### src/rtl/uart_irq_pkg.sv
// Shared definitions for the UART interrupt scheduler: register map, CTRL/MASK
// field positions and the interrupt FSM state encoding.
package uart_irq_pkg;

  localparam logic [3:0] ADDR_CTRL    = 4'd0;
  localparam logic [3:0] ADDR_MASK    = 4'd1;
  localparam logic [3:0] ADDR_THRESH  = 4'd2;
  localparam logic [3:0] ADDR_PENDING = 4'd3;
  localparam logic [3:0] ADDR_NEXT    = 4'd4;
  localparam logic [3:0] ADDR_ACK     = 4'd5;
  localparam logic [3:0] ADDR_STATS   = 4'd6;

  localparam int CTRL_EN_BIT    = 0;
  localparam int CTRL_HOLD_LSB  = 16;
  localparam int MASK_TX_LSB    = 16;
  localparam int NEXT_VALID_BIT = 31;

  // Channel index width; covers up to 16 channels.
  localparam int IDX_W = 4;

  typedef enum logic [1:0] {
    IDLE   = 2'd0,
    ASSERT = 2'd1,
    HOLD   = 2'd2
  } irq_state_t;

endpackage

### src/rtl/rr_pick.sv
// Combinational round-robin first-set finder: returns the first set request
// at or after ptr, wrapping modulo NCHAN.
module rr_pick #(
  parameter int NCHAN = 8,
  parameter int IDX_W = 4
) (
  input  logic [NCHAN-1:0] req,
  input  logic [IDX_W-1:0] ptr,
  output logic             valid,
  output logic [IDX_W-1:0] index
);

  localparam logic [IDX_W:0] N_EXT = (IDX_W+1)'(NCHAN);

  logic [NCHAN-1:0] rot;
  logic [IDX_W-1:0] off;
  logic [IDX_W:0]   sum;

  // Rotate so that bit 0 is channel ptr, then take the lowest set bit.
  always_comb begin
    // NOTE: every combinational output gets a default first so no path leaves it unassigned (no latch).
    rot   = NCHAN'({req, req} >> ptr);
    off   = '0;
    valid = 1'b0;
    for (int i = NCHAN - 1; i >= 0; i--) begin
      if (rot[i]) begin
        off   = IDX_W'(i);
        valid = 1'b1;
      end
    end
    sum = {1'b0, ptr} + {1'b0, off};
    if (sum >= N_EXT) sum = sum - N_EXT;
    index = valid ? sum[IDX_W-1:0] : '0;
  end

endmodule

### src/rtl/uart_irq_sched.sv
// Interrupt scheduler for the UART array: pending detection, ack/holdoff irq
// FSM and round-robin NEXT channel. Optional STATS register: UART_IRQ_STATS_EN.
module uart_irq_sched
  import uart_irq_pkg::*;
#(
  parameter int NCHAN  = 8,
  parameter int LVL_W  = 5,
  parameter int HOLD_W = 16
) (
  input  logic                   clk,
  input  logic                   reset,
  input  logic                   cfg_we,
  input  logic                   cfg_re,
  input  logic [3:0]             cfg_addr,
  input  logic [31:0]            cfg_wdata,
  output logic [31:0]            cfg_rdata,
  input  logic [NCHAN*LVL_W-1:0] rx_level,
  input  logic [NCHAN-1:0]       tx_empty,
  output logic                   irq
);

  logic              en;
  logic [HOLD_W-1:0] holdoff;
  logic [NCHAN-1:0]  rxen, txen;
  logic [LVL_W-1:0]  thresh, thr_eff;

  logic [NCHAN-1:0]  rx_pend, tx_pend, req;
  logic              any_pend;
  logic              pick_valid, next_valid;
  logic [IDX_W-1:0]  pick_idx, next_idx, ptr;

  irq_state_t        state, state_d;
  logic [HOLD_W-1:0] cnt, cnt_d;
  logic              irq_d, ack_wr;
  logic [31:0]       rd_mux;
  logic              unused_wdata;

  assign unused_wdata = ^cfg_wdata;
  assign ack_wr       = cfg_we && (cfg_addr == ADDR_ACK);

  // A zero threshold behaves as one so an empty FIFO never raises RX pending.
  assign thr_eff = (thresh == '0) ? LVL_W'(1) : thresh;

  always_comb begin
    for (int i = 0; i < NCHAN; i++) begin
      rx_pend[i] = rxen[i] && (rx_level[i*LVL_W +: LVL_W] >= thr_eff);
    end
    tx_pend = txen & tx_empty;
  end

  assign req      = rx_pend | tx_pend;
  assign any_pend = |req;

  rr_pick #(.NCHAN(NCHAN), .IDX_W(IDX_W)) u_pick (
    .req   (req),
    .ptr   (ptr),
    .valid (pick_valid),
    .index (pick_idx)
  );

  always_ff @(posedge clk or posedge reset) begin
    if (reset) begin
      en      <= 1'b0;
      holdoff <= '0;
      rxen    <= '0;
      txen    <= '0;
      thresh  <= '0;
    end else if (cfg_we) begin
      // NOTE: sequential state uses non-blocking assignments so every flop samples pre-edge values.
      case (cfg_addr)
        ADDR_CTRL: begin
          en      <= cfg_wdata[CTRL_EN_BIT];
          holdoff <= cfg_wdata[CTRL_HOLD_LSB +: HOLD_W];
        end
        ADDR_MASK: begin
          rxen <= cfg_wdata[NCHAN-1:0];
          txen <= cfg_wdata[MASK_TX_LSB +: NCHAN];
        end
        ADDR_THRESH: thresh <= cfg_wdata[LVL_W-1:0];
        default: ;
      endcase
    end
  end

  // The pointer moves past the channel the driver just serviced, whatever the FSM state.
  always_ff @(posedge clk or posedge reset) begin
    if (reset) begin
      next_valid <= 1'b0;
      next_idx   <= '0;
      ptr        <= '0;
    end else begin
      next_valid <= pick_valid;
      next_idx   <= pick_idx;
      if (ack_wr && next_valid) begin
        ptr <= (next_idx == IDX_W'(NCHAN - 1)) ? '0 : next_idx + 1'b1;
      end
    end
  end

  always_comb begin
    state_d = state;
    cnt_d   = cnt;
    case (state)
      IDLE: begin
        if (any_pend) state_d = ASSERT;
      end
      ASSERT: begin
        if (ack_wr) begin
          state_d = (holdoff == '0) ? IDLE : HOLD;
          cnt_d   = holdoff;
        end
      end
      HOLD: begin
        if (cnt <= HOLD_W'(1)) begin
          state_d = IDLE;
          cnt_d   = '0;
        end else begin
          cnt_d = cnt - 1'b1;
        end
      end
      default: begin
        state_d = IDLE;
        cnt_d   = '0;
      end
    endcase
    if (!en) begin
      state_d = IDLE;
      cnt_d   = '0;
    end
  end

  // irq follows the registered state, so it drops on the ACK edge or one cycle after EN clears.
  assign irq_d = (state == ASSERT) && en && !ack_wr;

  always_ff @(posedge clk or posedge reset) begin
    if (reset) begin
      state <= IDLE;
      cnt   <= '0;
      irq   <= 1'b0;
    end else begin
      state <= state_d;
      cnt   <= cnt_d;
      irq   <= irq_d;
    end
  end

`ifdef UART_IRQ_STATS_EN
  logic [31:0] stats;

  always_ff @(posedge clk or posedge reset) begin
    if (reset) begin
      stats <= '0;
    end else if (cfg_we && (cfg_addr == ADDR_STATS)) begin
      stats <= '0;
    end else if ((state == IDLE) && (state_d == ASSERT) && (stats != '1)) begin
      stats <= stats + 1'b1;
    end
  end
`endif

  always_comb begin
    rd_mux = '0;
    case (cfg_addr)
      ADDR_CTRL: begin
        rd_mux[CTRL_EN_BIT]                = en;
        rd_mux[CTRL_HOLD_LSB +: HOLD_W]    = holdoff;
      end
      ADDR_MASK: begin
        rd_mux[NCHAN-1:0]                  = rxen;
        rd_mux[MASK_TX_LSB +: NCHAN]       = txen;
      end
      ADDR_THRESH:  rd_mux[LVL_W-1:0]      = thresh;
      ADDR_PENDING: begin
        rd_mux[NCHAN-1:0]                  = rx_pend;
        rd_mux[MASK_TX_LSB +: NCHAN]       = tx_pend;
      end
      ADDR_NEXT: begin
        rd_mux[NEXT_VALID_BIT]             = next_valid;
        rd_mux[IDX_W-1:0]                  = next_idx;
      end
`ifdef UART_IRQ_STATS_EN
      ADDR_STATS: rd_mux = stats;
`else
      ADDR_STATS: rd_mux = '0;
`endif
      default: ;
    endcase
  end

  always_ff @(posedge clk or posedge reset) begin
    if (reset) begin
      cfg_rdata <= '0;
    end else if (cfg_re) begin
      cfg_rdata <= rd_mux;
    end
  end

endmodule

### config.mk
export PLATFORM = sky130hd
export DESIGN_NAME = uart_irq_sched
export DESIGN_NICKNAME = d
export VERILOG_FILES = /design/src/rtl/uart_irq_pkg.sv /design/src/rtl/rr_pick.sv /design/src/rtl/uart_irq_sched.sv
export SDC_FILE = /design/constraint.sdc
export NUM_CORES = 1
export LEC_CHECK = 0
export BUFFER_PORTS_ARGS = -buffer_cell sky130_fd_sc_hd__buf_2
export CAP_MARGIN = 20
export CORE_ASPECT_RATIO = 1.1
export CORE_MARGIN = 2
export CORE_UTILIZATION = 50
export CTS_CLUSTER_SIZE = 40
export DETAILED_ROUTE_END_ITERATION = 10
export PLACE_DENSITY = 0.72
export REMOVE_ABC_BUFFERS = 1
export SLEW_MARGIN = 30
export SYNTH_ARGS = -nofsm -noshare
export SYNTH_HDL_FRONTEND = slang
export SYNTH_SLANG_ARGS = --single-unit
### constraint.sdc
create_clock -name clk -period 4.47 [get_ports clk]
set_input_delay 0 -clock clk [delete_from_list [all_inputs] [get_ports clk]]
set_output_delay 0 -clock clk [all_outputs]
set_load 0.1 [all_outputs]
# --- Word-level counts from Yosys, hierarchy flattened ---
# Index checks and enable logic that the tools add are counted.
word_totals:
  register_bits: 90
  word_cells: 101
classes:
  n_reduce_logical: 23
  n_shift: 1
  add_sub_neg: 4
  bitwise: 2
  n_eq_ne: 12
  magnitude_cmp: 10
  n_mux: 37
op_table:
  columns: ["operator", "count"]
  rows:
  - ["16-bit two-way mux", 3]
  - ["16-bit case mux with 3 select lines", 1]
  - ["5-bit >= comparator", 8]
  - ["3-bit two-way mux", 8]
  - ["8-bit case mux with 3 select lines", 1]
  - ["16-bit by 1-bit less-or-equal comparator with 1-bit output (second input constant)", 1]
  - ["16-bit logical NOT", 1]
  - ["16-bit by 4-bit >> shifter with 8-bit output", 1]
  - ["16-bit by 1-bit subtractor with 16-bit output (second input constant)", 1]
  - ["4-bit by 3-bit == test with 1-bit output (second input constant)", 3]
  - ["1-bit logical AND", 12]
  - ["4-bit two-way mux", 3]
  - ["3-bit case mux with 4 select lines", 1]
  - ["2-bit two-way mux", 5]
  - ["3-bit != test (second input constant)", 3]
  - ["8-bit AND", 1]
  - ["4-bit by 2-bit == test with 1-bit output (second input constant)", 2]
  - ["1-bit two-way mux", 8]
  - ["8-bit bitwise OR", 1]
  - ["2-bit AND reduction", 4]
  - ["8-bit OR reduction", 1]
  - ["7-bit two-way mux", 1]
  - ["2-bit case mux with 3 select lines", 1]
  - ["3-bit case mux with 2 select lines", 1]
  - ["17 further kinds", 17]

# --- Depth between registers and ports, before layout ---
depth:
  depth_word: 18
  ltp_mapped: 17
  ltp_nobuf: 17

# --- Modules after synthesis ---
# A second synthesis with hierarchy kept.
unflattened:
  hier_cells: 614
  area_unflattened_um2: 6107.1
modules_own_cells:
  columns: ["mod", "seq_area_each_um2", "cells_each", "area_per_inst_um2", "instances"]
  rows:
  - ["uart_irq_sched", 2252.2, 540, 5425.2, 1]
  - ["rr_pick", 0.0, 74, 681.9, 1]

# --- Worst setup path before layout ---
# No wires, ideal clock.
synth_timing:
  path_kind: "reg2reg"
  from: "register thresh[3]"
  to: "register next_idx[3]"
  path_slack_ns: 0.774
  t_arrival_ns: 3.618
  setup_ns: 0.077
  required_time_ns: 4.393
  path_stages_with_launch: 18
  cell_sequence: "dfrtp_1 inv_1 a41o_1 ha_1 nor2b_1 o21ai_0 a41oi_1 nor4_1 a211oi_1 o22ai_1 nand3b_1 a31oi_1 ha_1 inv_1 fa_1 nor3b_1 o21ai_0 a21oi_1"
synth_via:
  elab_chain_cells: 18
  word_cells_on_any_way: 41
synth_rtl:
  columns: ["item", "line", "rtl"]
  rows:
  - ["start: declaration", "uart_irq_sched.sv:25", "logic [LVL_W-1:0] thresh, thr_eff;"]
  - ["start signal: assignment", "uart_irq_sched.sv:79", "ADDR_THRESH: thresh <= cfg_wdata[LVL_W-1:0];"]
  - ["5-bit logical NOT", "uart_irq_sched.sv:42", "assign thr_eff = (thresh == '0) ? LVL_W'(1) : thresh;"]
  - ["5-bit two-way mux (*)", "uart_irq_sched.sv:42", null]
  - ["5-bit >= comparator", "uart_irq_sched.sv:46", "rx_pend[i] = rxen[i] && (rx_level[i*LVL_W +: LVL_W] >= thr_eff);"]
  - ["1-bit logical AND", "uart_irq_sched.sv:46", null]
  - ["8-bit bitwise OR (*)", "uart_irq_sched.sv:51", "assign req = rx_pend | tx_pend;"]
  - ["16-bit by 4-bit >> shifter with 8-bit output (*)", "rr_pick.sv:22", "rot = NCHAN'({req, req} >> ptr);"]
  - ["3-bit two-way mux (8 in series)", "rr_pick.sv:26", "if (rot[i]) begin"]
  - ["4-bit by 3-bit adder with 5-bit output", "rr_pick.sv:31", "sum = {1'b0, ptr} + {1'b0, off};"]
  - ["4-bit subtractor or 5-bit by 4-bit >= comparator with 1-bit output (tied branches)", "rr_pick.sv:32", "if (sum >= N_EXT) sum = sum - N_EXT;"]
  - ["4-bit two-way mux", "rr_pick.sv:32", null]
  - ["4-bit two-way mux (*)", "rr_pick.sv:33", "index = valid ? sum[IDX_W-1:0] : '0;"]
  - ["net pick_idx[3]", "uart_irq_sched.sv:30", "logic [IDX_W-1:0] pick_idx, next_idx, ptr;"]
  - ["end signal: assignment", "uart_irq_sched.sv:93", "next_idx <= pick_idx;"]
  - ["end: declaration", "uart_irq_sched.sv:30", null]
# Mark *: on every way through the listed nets, which the timed path passes. The rest lies on a longest branch.
# A chain may end at the register's enable or synchronous reset.

# --- Final worst setup path ---
layout_timing:
  from: "register thresh[4]"
  to: "register next_idx[3]"
# Same word-level chain as after synthesis.

==> impl_metrics.py <==
metrics = {
    "status": {
        "status": "finished clean",
    },
    "placed_design": {
        "place.port_buffers": 104,
        "dp_hpwl_um": 12400,
        "placed_cell_area_um2": 6620,
        "place.gp.congestion": 0.889,
    },
    "pwr": {
        "ir_worst_vdd_v": 0.000399,
        "power_frac_clock_pct": 19.6,
        "power.switching_mw": 1.69,
        "combPwrFrac_pct": 48.1,
        "seqPwrFrac_pct": 32.3,
        "p_per_area_nw_per_um2": 536,
        "swShare_pct": 43.6,
        "intPower_mw": 2.18,
        "p_leak_nw": 3.38,
    },
    "synthesis": {
        "synthAdderAreaFrac_pct": 10.6,
        "synth_xor_area_share_pct": 0.878,
        "synth_area_um2": 5980,
        "synthMuxAreaShare_pct": 9.77,
        "yosys-top-cells-area": "dfrtp_1, ha_1, mux2_2",
        "ys_ff_latch": 90,
        "synth_edf_count": 0,
        "synth_top_family_by_area": "compound AO/OA/AOI/OAI gates",
        "netlist_instances": 637,
        "yosysTopAreaCell": "dfrtp_1",
        "synth_flop_cell": "dfrtp_1",
        "yosysSeqAreaShare_pct": 37.6,
        "synth_cell_types": 59,
        "syn-mean-instance-area_um2": 9.39,
        "synthTopCellsByCount": "dfrtp_1, ha_1, nand2_1",
        "async_flop_share_pct": 100,
        "yosys_warnings": 0,
        "synth_compound_area_share_pct": 21.5,
        "synth-simple-area-share_pct": 13.9,
        "yosys.area.top_type_share_pct": 37.6,
        "synthMostInstantiatedCell": "dfrtp_1",
    },
    "global_route": {
        "grt.overflow.total": 0,
        "grtUsageTotal_pct": 27.4,
        "first_global_vias": 5564,
        "grt_pass1_wl_um": 27600,
        "grt_max_degree": 91,
        "grt_antenna_before_repair": 0,
    },
    "flow_run": {
        "cap_violations": 0,
    },
    "critical_path": {
        "cp.required_ns": 4.74,
        "cp_slowest_cell": "dfrtp_1",
        "cp-start-kind": "flip-flop",
        "setup.worst_path.class": "reg2reg",
        "endpoint_kind": "flip-flop",
        "cp_cell_sequence": "inv_1 -> a41o_2 -> ha_1 -> nor2b_1 -> o21ai_0 -> a41oi_2 -> mux2i_2 -> mux2i_1 -> nor2b_1 -> o31a_1 -> a31oi_1 -> ha_1 -> inv_1 -> fa_1 -> nor3b_1 -> o21ai_0 -> a21oi_1",
        "cp_max_fo": 8,
        "max_stage_delay_ns": 0.41,
        "arrival_ns": 4.46,
    },
    "layout": {
        "synthToLayoutAreaGrowth_pct": 20.5,
        "diodes": 0,
        "layout-drive-gt1-share_pct": 24.2,
        "finalInstanceArea_um2": 7210,
        "nNetsFinal": 897,
        "n_fill_cell": 972,
    },
    "timing": {
        "hold_violations": 0,
        "fin_skew_ns": 0.00730,
        "finalSetupTns_ns": 0,
        "setup_viol": 0,
        "maxSlewHeadroom_pct": 39.3,
        "slew_violations": 0,
        "worst_slew_pin_slew_ns": 0.908,
        "min_period_ns": 4.19,
        "rsz0062_at_grt": "false",
        "fin_crit_sh_pct": 93.7,
        "max_clock_freq_ghz": 0.239,
    },
    "routing": {
        "antenna_left": 0,
        "met1_length_um": 7370,
        "drt_iter0_drc": 431,
        "viasPerCell": 5.95,
        "wl_per_cell_um": 18.6,
        "route.detailed.drc": 0,
        "wl_met2_um": 8300,
        "drt_wl_total_um": 17000,
        "met3WireLength_um": 760,
        "top_layer_used": "met4",
        "dr.pass1.iters": 7,
        "vias": 5441,
    },
    "clock_tree": {
        "cts_sinks": 90,
        "clock_latency_ns": 0.34,
        "htreeDepth": 3,
        "clk_pin_slew_ns": 0.06,
        "clk_path_buf_depth": 2,
        "cts_tree": "built",
        "root_buffer": "clkbuf_16",
        "cts_buffers": 9,
    },
    "floorplanning": {
        "die_h_um": 119,
        "rows": 41,
        "die_area_um2": 12900,
        "die_w_um": 108,
        "pin_count": 121,
        "fp.coreArea_um2": 11600,
        "start_util_pct": 51.6,
    },
    "hold_path": {
        "min_path_type": "in2reg",
    },
}
registers in the layout, indices dropped and copies added, names as in the netlist:
name,flops
cfg_rdata,24
cnt,16
holdoff,16
rxen,8
txen,8
thresh,5
next_idx,4
ptr,4
state,2
en,1
irq,1
next_valid,1
cell type report:
type / instances / area [um2] / share of cell area (%)
Inverter: 44 / 166 / 2.31
Multi-Input combinational cell: 475 / 3460 / 48.0
Clock buffer: 10 / 229 / 3.18
Sequential cell: 90 / 2250 / 31.3
Clock inverter: 6 / 66.3 / 0.920
Timing Repair Buffer: 139 / 850 / 11.8
Tap cell: 150 / 188 / 2.60
path summary, 6_finish.rpt:
check                                       from                       end  slack [ns]  cells after the start
max                        thresh[4]$_DFFE_PP0P_     next_idx[3]$_DFF_PP0_        0.28                     17
min                                  cfg_addr[3]  cfg_rdata[4]$_DFFE_PP0P_        0.07                      4
max reg2reg                thresh[4]$_DFFE_PP0P_     next_idx[3]$_DFF_PP0_        0.28                     17
min reg2reg                   cnt[6]$_DFFE_PP0P_        cnt[6]$_DFFE_PP0P_        0.51                      2
max in group asynchronous                  reset     next_idx[2]$_DFF_PP0_        3.48                      4
min in group asynchronous                  reset    holdoff[9]$_DFFE_PP0P_        0.43                      4
kinds of logic (layout without fill, tap and decap cells):
group / count (synthesis) / in the layout
AOI/OAI and AO/OA: 193 / 193
xor gates and xnor gates: 6 / 6
adders and majority gates: 50 / 50
buffers and inverters: 79 / 199
DFF: 90 / 90
muxes: 52 / 52
other: 1 / 8
and+or+nand+nor: 166 / 166
metal layers:
metal / GRT usage [%] / vias up
met5: 0 / -
met4: 11.5 / 0
met3: 2.98 / 41
met2: 45.2 / 182
met1: 36.3 / 2617
li1: - / 2601
layout by cell type (no fill, tap or decap), types with 12 or more instances in the layout:
cell type,synthesis,final
buf_2,1,104
inv_1,44,43
nand3_1,18,18
a32oi_1,16,15
nor2_1,28,28
a21oi_1,41,41
nand2_1,48,48
dfrtp_1,90,90
ha_1,49,49
o21ai_0,47,47
dlygate4sd3_1,0,25
a22oi_1,12,12
nor3_1,17,17
o22ai_1,14,14
mux2_2,41,41
what timing repair did:
item                                    4_1_cts  5_1_grt
endpoints found under the setup margin        0        3
buffers inserted                              0        1
resized for setup                             0        7
hold buffers                                 25        0
endpoints found under the hold margin       128        0
power groups by stage:
stage	logic (mW)	registers [mW]	clock network, mW
2_1_floorplan	1.25	1.25	0
3_3_place_gp	1.73	1.24	0
3_5_place_dp	1.79	1.25	0
4_1_cts	1.82	1.24	0.764
5_1_grt	2.08	1.28	0.796
6_report	1.86	1.25	0.759
critical path: cells and delay by family, from the launching register on:
family / cells / cell delay [ns]
flip-flops: 1 / 0.41
AND/OR/NAND/NOR: 3 / 0.42
adder cells (fa/ha/maj): 3 / 0.91
multiplexers: 2 / 0.51
AO/OA/AOI/OAI: 7 / 1.66
buffers and inverters: 2 / 0.21
per-stage QoR:
| stage | hold slack [ns] | instances | total power [mW] | worst slack [ns] | utilization, % |
|---|---|---|---|---|---|
| after floorplan | 0.0847 | 609 | 2.50 | 0.761 | - |
| after global placement | 0.233 | 872 | 2.98 | 0.148 | 57.1 |
| after detailed placement | 0.238 | 872 | 3.05 | 0.0819 | 57.1 |
| after CTS | 0.0603 | 913 | 3.82 | 0.0444 | 61.8 |
| after global routing | 0.121 | 914 | 4.15 | 0.0151 | 62.2 |
| final | 0.0668 | 914 | 3.87 | 0.281 | 62.2 |
Note: power is estimated with default switching activity, not from simulation.
